==> config.mk <==
export PLATFORM = sky130hd
export DESIGN_NAME = bcd_display_scanner
export DESIGN_NICKNAME = d
export VERILOG_FILES = /design/src/rtl/bcd_display_scanner.sv
export SDC_FILE = /design/constraint.sdc
export NUM_CORES = 1
export LEC_CHECK = 0
export ABC_AREA = 1
export CAP_MARGIN = 20
export CORE_UTILIZATION = 35
export DETAILED_ROUTE_END_ITERATION = 6
export GPL_TIMING_DRIVEN = 0
export PLACE_DENSITY = 0.63
export SYNTH_ARGS = -nofsm -noshare
export SYNTH_HDL_FRONTEND = slang
export SYNTH_SLANG_ARGS = --single-unit
==> constraint.sdc <==
create_clock -name clk -period 2.65 [get_ports clk]
set_input_delay 0.3975 -clock clk [delete_from_list [all_inputs] [get_ports clk]]
set_output_delay 0.3975 -clock clk [all_outputs]
set_load 0.02 [all_outputs]
==> src/rtl/bcd_display_scanner.sv <==
// Three-digit multiplexed 7-segment scanner for a BCD decade counter.
// Frame-coherent snapshot, leading-zero blanking, sticky overflow on hundreds dp.
module bcd_display_scanner #(
   parameter int REFRESH_DIV    = 50000,
   parameter bit SEG_ACTIVE_LOW = 1'b1,
   parameter bit AN_ACTIVE_LOW  = 1'b1
) (
   input  logic       clk,
   input  logic       reset,
   input  logic [3:0] ones,
   input  logic [3:0] tens,
   input  logic [3:0] hundreds,
   input  logic       ovf_in,
   input  logic       clr_ovf,
   input  logic       blank_en,
   output logic [6:0] seg,
   output logic       dp,
   output logic [2:0] an,
   output logic       ovf_flag
);

   localparam int CW = (REFRESH_DIV > 2) ? $clog2(REFRESH_DIV) : 1;
   localparam logic [CW-1:0] LAST = CW'(REFRESH_DIV - 1);

   localparam logic [6:0] SEG_OFF = {7{SEG_ACTIVE_LOW}};
   localparam logic       DP_OFF  = SEG_ACTIVE_LOW;
   localparam logic [2:0] AN_OFF  = {3{AN_ACTIVE_LOW}};

   typedef enum logic [1:0] {
      S_ONES = 2'd0,
      S_TENS = 2'd1,
      S_HUND = 2'd2
   } slot_e;

   logic [CW-1:0] cnt_q, cnt_d;
   slot_e         slot_q, slot_d;
   logic          started_q, started_d;
   logic [3:0]    o_q, o_d, t_q, t_d, h_q, h_d;
   logic          bl_q, bl_d;
   logic          ovf_q, ovf_d;
   logic [6:0]    seg_q, seg_d;
   logic          dp_q, dp_d;
   logic [2:0]    an_q, an_d;

   logic          tick;
   logic          tens_blank, hund_blank;
   logic [6:0]    seg_ah;
   logic          dp_ah;
   logic [2:0]    an_ah;

   function automatic logic [6:0] dec7(input logic [3:0] d);
      case (d)
         4'd0:    dec7 = 7'h3F;
         4'd1:    dec7 = 7'h06;
         4'd2:    dec7 = 7'h5B;
         4'd3:    dec7 = 7'h4F;
         4'd4:    dec7 = 7'h66;
         4'd5:    dec7 = 7'h6D;
         4'd6:    dec7 = 7'h7D;
         4'd7:    dec7 = 7'h07;
         4'd8:    dec7 = 7'h7F;
         4'd9:    dec7 = 7'h6F;
         default: dec7 = 7'h40;
      endcase
   endfunction

   always_comb begin
      tick      = (cnt_q == LAST);
      cnt_d     = tick ? '0 : cnt_q + 1'b1;
      started_d = started_q | tick;

      // First tick after reset lands on ones instead of advancing past it
      slot_d = slot_q;
      if (tick) begin
         if (!started_q) begin
            slot_d = S_ONES;
         end else begin
            case (slot_q)
               S_ONES:  slot_d = S_TENS;
               S_TENS:  slot_d = S_HUND;
               default: slot_d = S_ONES;
            endcase
         end
      end

      o_d  = o_q;
      t_d  = t_q;
      h_d  = h_q;
      bl_d = bl_q;
      if (tick && slot_d == S_ONES) begin
         o_d  = ones;
         t_d  = tens;
         h_d  = hundreds;
         bl_d = blank_en;
      end

      ovf_d = ovf_in ? 1'b1 : (clr_ovf ? 1'b0 : ovf_q);

      hund_blank = bl_d && (h_d == 4'd0);
      tens_blank = hund_blank && (t_d == 4'd0);

      seg_ah = 7'h00;
      dp_ah  = 1'b0;
      an_ah  = 3'b000;
      if (started_d) begin
         case (slot_d)
            S_ONES: begin
               an_ah  = 3'b001;
               seg_ah = dec7(o_d);
            end
            S_TENS: begin
               if (!tens_blank) begin
                  an_ah  = 3'b010;
                  seg_ah = dec7(t_d);
               end
            end
            default: begin
               if (!hund_blank) begin
                  an_ah  = 3'b100;
                  seg_ah = dec7(h_d);
               end
               if (ovf_d) begin
                  an_ah = 3'b100;
                  dp_ah = 1'b1;
               end
            end
         endcase
      end

      seg_d = SEG_ACTIVE_LOW ? ~seg_ah : seg_ah;
      dp_d  = SEG_ACTIVE_LOW ? ~dp_ah : dp_ah;
      an_d  = AN_ACTIVE_LOW ? ~an_ah : an_ah;
   end

   always_ff @(posedge clk) begin
      if (reset) begin
         cnt_q     <= '0;
         slot_q    <= S_ONES;
         started_q <= 1'b0;
         o_q       <= 4'd0;
         t_q       <= 4'd0;
         h_q       <= 4'd0;
         bl_q      <= 1'b0;
         ovf_q     <= 1'b0;
         seg_q     <= SEG_OFF;
         dp_q      <= DP_OFF;
         an_q      <= AN_OFF;
      end else begin
         cnt_q     <= cnt_d;
         slot_q    <= slot_d;
         started_q <= started_d;
         o_q       <= o_d;
         t_q       <= t_d;
         h_q       <= h_d;
         bl_q      <= bl_d;
         ovf_q     <= ovf_d;
         seg_q     <= seg_d;
         dp_q      <= dp_d;
         an_q      <= an_d;
      end
   end

   assign seg      = seg_q;
   assign dp       = dp_q;
   assign an       = an_q;
   assign ovf_flag = ovf_q;

endmodule

# Word-level counts from Yosys, hierarchy flattened
# Memories as Yosys holds them, arrays and structs flattened.
# Index checks and enable logic that the tools add are counted.
# word_totals
word_cells	52
input_bits	17
out_inout_bits	12
n_memories	3
mem_bits_ro	336
regBits	44
# mem_list
memory	depth	word_bits	rd	rd_ports_with_merged_regs	wr	line	text
(no name shown)	16	7	1	0	0	52	case (d)
(no name shown)	16	7	1	0	0	52	
(no name shown)	16	7	1	0	0	52	
# classes
n_addsub	1
eq_ne	3
bitwise_logic	4
reduce_logical	9
n_mux	21
# ops
op	n
2-to-1 mux 7 bit	3
adder 16 x 1 -> 16 bit (second input constant)	1
== test 16 bit (second input constant)	1
case mux 7 bit (2 select lines)	1
2-to-1 mux 4 bit	3
2-to-1 mux 3 bit	3
zero test 4 bit	2
NOT 7 bit	1
2-to-1 mux 1 bit	6
2-to-1 mux 2 bit	3
case mux 3 bit (2 select lines)	1
== test 2 x 1 -> 1 bit (second input constant)	2
zero test 2 bit	2
case mux 2 bit (2 select lines)	1
OR reduction 2 bit	2
logical AND 1 bit	3
NOT 3 bit	1
NOT 1 bit	1
bitwise OR 1 bit	1

# Depth between registers and ports, before layout
# logic_depth
depth_word	14
mapped_depth	20
ltp_nobuf	19

# Worst setup path before layout
# OpenSTA, ideal clock, no wires.
# synth_timing
kind	flip-flop to flip-flop
start	register cnt_q[0]
end	register seg_q[5], in the netlist seg[5]
stages_incl_launch_ff	17
t_arrival_ns	2.264
required_time_ns	2.533
slack_ns	0.269
path_cell_list	dfxtp_1 ha_1 nand3_2 nor2_1 nand2_2 nor2_4 nand3_4 buf_6 o21ai_1 inv_1 ha_1 inv_1 nand2_1 nand3_1 nand3_1 a21oi_1 nand2_1
# synth_via
elab_chain_len	12
# synth_rtl
item	line	text
start: declaration	35	logic [CW-1:0] cnt_q, cnt_d;
start signal: assignment	149	cnt_q <= cnt_d;
== test 16 bit *	68	tick = (cnt_q == LAST);
2-to-1 mux 2 bit	74	if (tick) begin
zero test 2 bit	90	if (tick && slot_d == S_ONES) begin
logical AND 1 bit *	90	
2-to-1 mux 4 bit *	90	
named net h_d[0]	38	logic [3:0] o_q, o_d, t_q, t_d, h_q, h_d;
branches (longest 4 deep; another with memory read (16 x 7 bit))	--	
case mux 7 bit (2 select lines) *	106	case (slot_d)
2-to-1 mux 7 bit *	105	if (started_d) begin
NOT 7 bit *	130	seg_d = SEG_ACTIVE_LOW ? ~seg_ah : seg_ah;
end signal: assignment	157	seg_q <= seg_d;
end: declaration	41	logic [6:0] seg_q, seg_d;
# Mark *: on every way through the listed nets, which the timed path passes.
# A chain may end at the register's enable or synchronous reset.

# Worst setup path after layout
# layout_timing
start	register cnt_q[0]
end	register seg_q[2], in the netlist seg[2]
# layout_via
elab_chain_len	12
# layout_rtl
item	line
== test 16 bit *	68
branches (longest 9 deep; another with memory read (16 x 7 bit))	--
2-to-1 mux 7 bit *	105
NOT 7 bit *	130
# Mark *: on every way between the ends.

==> results.md <==
* Slew Limit Fails at 0
* CTS clock-pin slew for the worst setup and hold paths at 0.09 ns
* Worst min-delay path category: reg -> reg
* Worst Clk Skew at 0.0156 ns
* Filler instances at 777
* Crit path depth at 15
* Sequential area share after synthesis at 33.4%
* WL final at 5790 um
* Register area at 883 um2
* Hold depth at 1
* Worst VDD drop at 225 uV
* CTS tree: done
* Placed cell count at 515
* Synthesized area per cell at 6.77 um2
* Grt total ovfl at 0
* Initial antenna violation count at 0
* DIE AREA at 0.00788 mm2
* Synth Register Bits at 44
* FF-to-FF path depth at 15
* Crit start category: register
* Max stage delay on crit path at 0.37 ns
* Core area at 0.00725 mm2
* Synth area leader: dfxtp_1
* Hpwl dp at 4350 um
* Initial drt markers at 104
* Pwr Total at 1.14 mW
* Effective utilization at floorplan at 36.3%
* Drt pass-1 iters at 4
* First-pass GRT wire length at 9840 um
* H-tree depth at 2
* Vias in the first global route at 2225
* Crit path buffers/inverters at 1
* Mapped Area at 0.00264 mm2
* Crit path max fanout at 10
* Yosys top cell area share at 33.4%
* Top cells by area in the synthesized netlist: dfxtp_1 (33%), nand2_1 (14%), inv_1 (7.5%)
* Share of cells above drive strength 1 at 12.9%
* Hold_buf cts at 0
* Vias/cell at 4.63
* WL/cell at 11.0 um
* CP Data Required Time at 2.90 ns
* Crit-path slowest cell: dfxtp_2
* ANT cells at 0
* Synth Warn # at 0
* Slew headroom at 60.1%
* Multi-input logic area at 0.00155 mm2
* Largest net degree at the start of global routing at 14
* Detailed-route via count at 2435
* Unique masters post-synth at 34
* CTS sink count at 44
* Outcome: finished clean
* Final setup viols at 0
* Post-Syn Instances at 389
* Drt drc at 0
* Max Freq at 0.404 GHz
* Max Buffers Root-to-Sink at 2
* Worst-Skew Late Latency at 0.30 ns
* Total GRT Usage at 16.1%
* Post-DRT Antenna Nets at 0
* Root Buffer: clkbuf_8
* FP Rows at 31
* Worst EP arrival at 2.72 ns
* Final Critical Period at 2.47 ns
* Kind of critical path: reg -> reg
* Final Non-Filler Cells at 526
* Die W at 88.8 um
* Setup WS pre-CTS at -0.125 ns
* Final Hold Vio Count at 0
* Final worst slack at 0.177 ns
* Total I/O pin count at 29
* CTS buffer count at 5
* Worst setup EP type: register
* Fin crit share at 93.3%
* Static leakage at 1.43 nW
* Area Growth Syn to Fin at 21.7%
* CP delay by family, top: simple AND/OR/NAND/NOR gates
* Power Density at 355 mW/mm2
* Top cell by count, worst path: nand2_1
* Slew @ Worst Pin at 0.598 ns
* Syn nets at 418
* Worst-path cell chain: ha_4, nand3_4, nor2_4, nand2_2, nor2_4, nand3_4, buf_8, o21ai_4, ha_1, nand2_1, nor2_4, nand2_1, nand4_1, nand2_1, nand2_1
* Final #Nets at 456
* Die height at 88.8 um
* Final hold slack at 0.453 ns
* IO Port Bufs at 27
* Global placer's final weighted congestion at 0.900
* Max_cap viols at 0
## power by group
part	total (mW)	internal, mW	leakage (nW)	switching [mW]
sequential	0.671	0.666	0.356	0.00514
combinational	0.0530	0.0298	1.04	0.0232
clock	0.413	0.179	0.0400	0.234
## cell type report
cell class	count	area share [%]
multi-input cells	280	48.3
flip-flops and latches	44	27.6
repair buffers	31	9.37
inverters	59	6.99
well taps	99	3.86
clock buffers	5	2.15
plain buffers	6	1.41
clock inverters	2	0.390
## flip-flops by register name (all words and copies together) (netlist names)
register,flops
t_q,4
dp,1
o_q,4
ovf_flag,1
started_q,1
bl_q,1
slot_q,2
an,3
cnt_q,16
h_q,4
seg,7
## synth_stat cells, drive strengths merged
| library cell | count |
|---|---|
| nand2 | 115 |
| inv | 55 |
| nor2 | 49 |
| dfxtp | 44 |
| nand3 | 35 |
| a21oi | 25 |
| o21ai | 19 |
| ha | 12 |
| nand3b | 6 |
| nor3 | 5 |
| clkinv | 4 |
| nand4 | 4 |
| buf | 3 |
| clkbuf | 3 |
| nor3b | 2 |
| xor2 | 2 |
| and3 | 1 |
| nor4 | 1 |
| o211ai | 1 |
| o21a | 1 |
| or2 | 1 |
| xnor2 | 1 |
## path summary, 6_finish.rpt
check | from | to | slack, ns
setup / recovery | cnt_q[0] | seg[2] | 0.18
hold / removal | cnt_q[0] | cnt_q[0] | 0.45
setup reg to reg | cnt_q[0] | seg[2] | 0.18
hold reg to reg | cnt_q[0] | cnt_q[0] | 0.45
## logic make-up after synthesis
group                    after synthesis  share of synthesized area [%]
adder cells (fa/ha/maj)               12                           5.70
AO/OA/AOI/OAI                         46                           10.1
flip-flops                            44                           33.4
XOR/XNOR                               3                          0.997
AND/OR/NAND/NOR                      219                           39.7
buffers and inverters                 65                           10.1
## through the flow
step	instance area (um2)	TNS [ns]	util, %
final	3210	0	44.2
after detailed placement	3030	-0.657	41.8
after global placement	3030	-0.322	41.8
after floorplan	2640	0	-
after global routing	3210	-0.0133	44.2
after CTS	3110	0	42.9
## routing by layer
layer / share of wire, % / track usage (%) / wire (um) / up-vias
met1: 50 / 21.8 / 2870 / 1093
met5: 0 / 0 / 0 / -
met4: 0.99 / 4.40 / 57 / 0
met3: 4.8 / 3.17 / 279 / 5
met2: 45 / 26.0 / 2580 / 42
li1: - / - / - / 1295
## cell usage in the layout (no fill, tap or decap), types with 5 or more instances in the layout
cell type	instances
nor3_1	5
inv_1	53
buf_4	5
a21oi_1	23
nand2_1	99
o21ai_0	11
clkdlybuf4s50_1	27
nand2_2	12
ha_1	11
nand3_1	32
nand3b_1	6
dfxtp_1	42
nor2_1	40
o21ai_1	5
clkbuf_8	5
nor2_4	7
## repair_timing
| action | in CTS | in global routing |
|---|---|---|
| setup buffers | 0 | 4 |
| gates resized for setup | 1 | 13 |
| pin swaps | 0 | 3 |
| cloned | 0 | 0 |
| endpoints found under the setup margin | 8 | 9 |
Power figures use the tool's default switching activity.
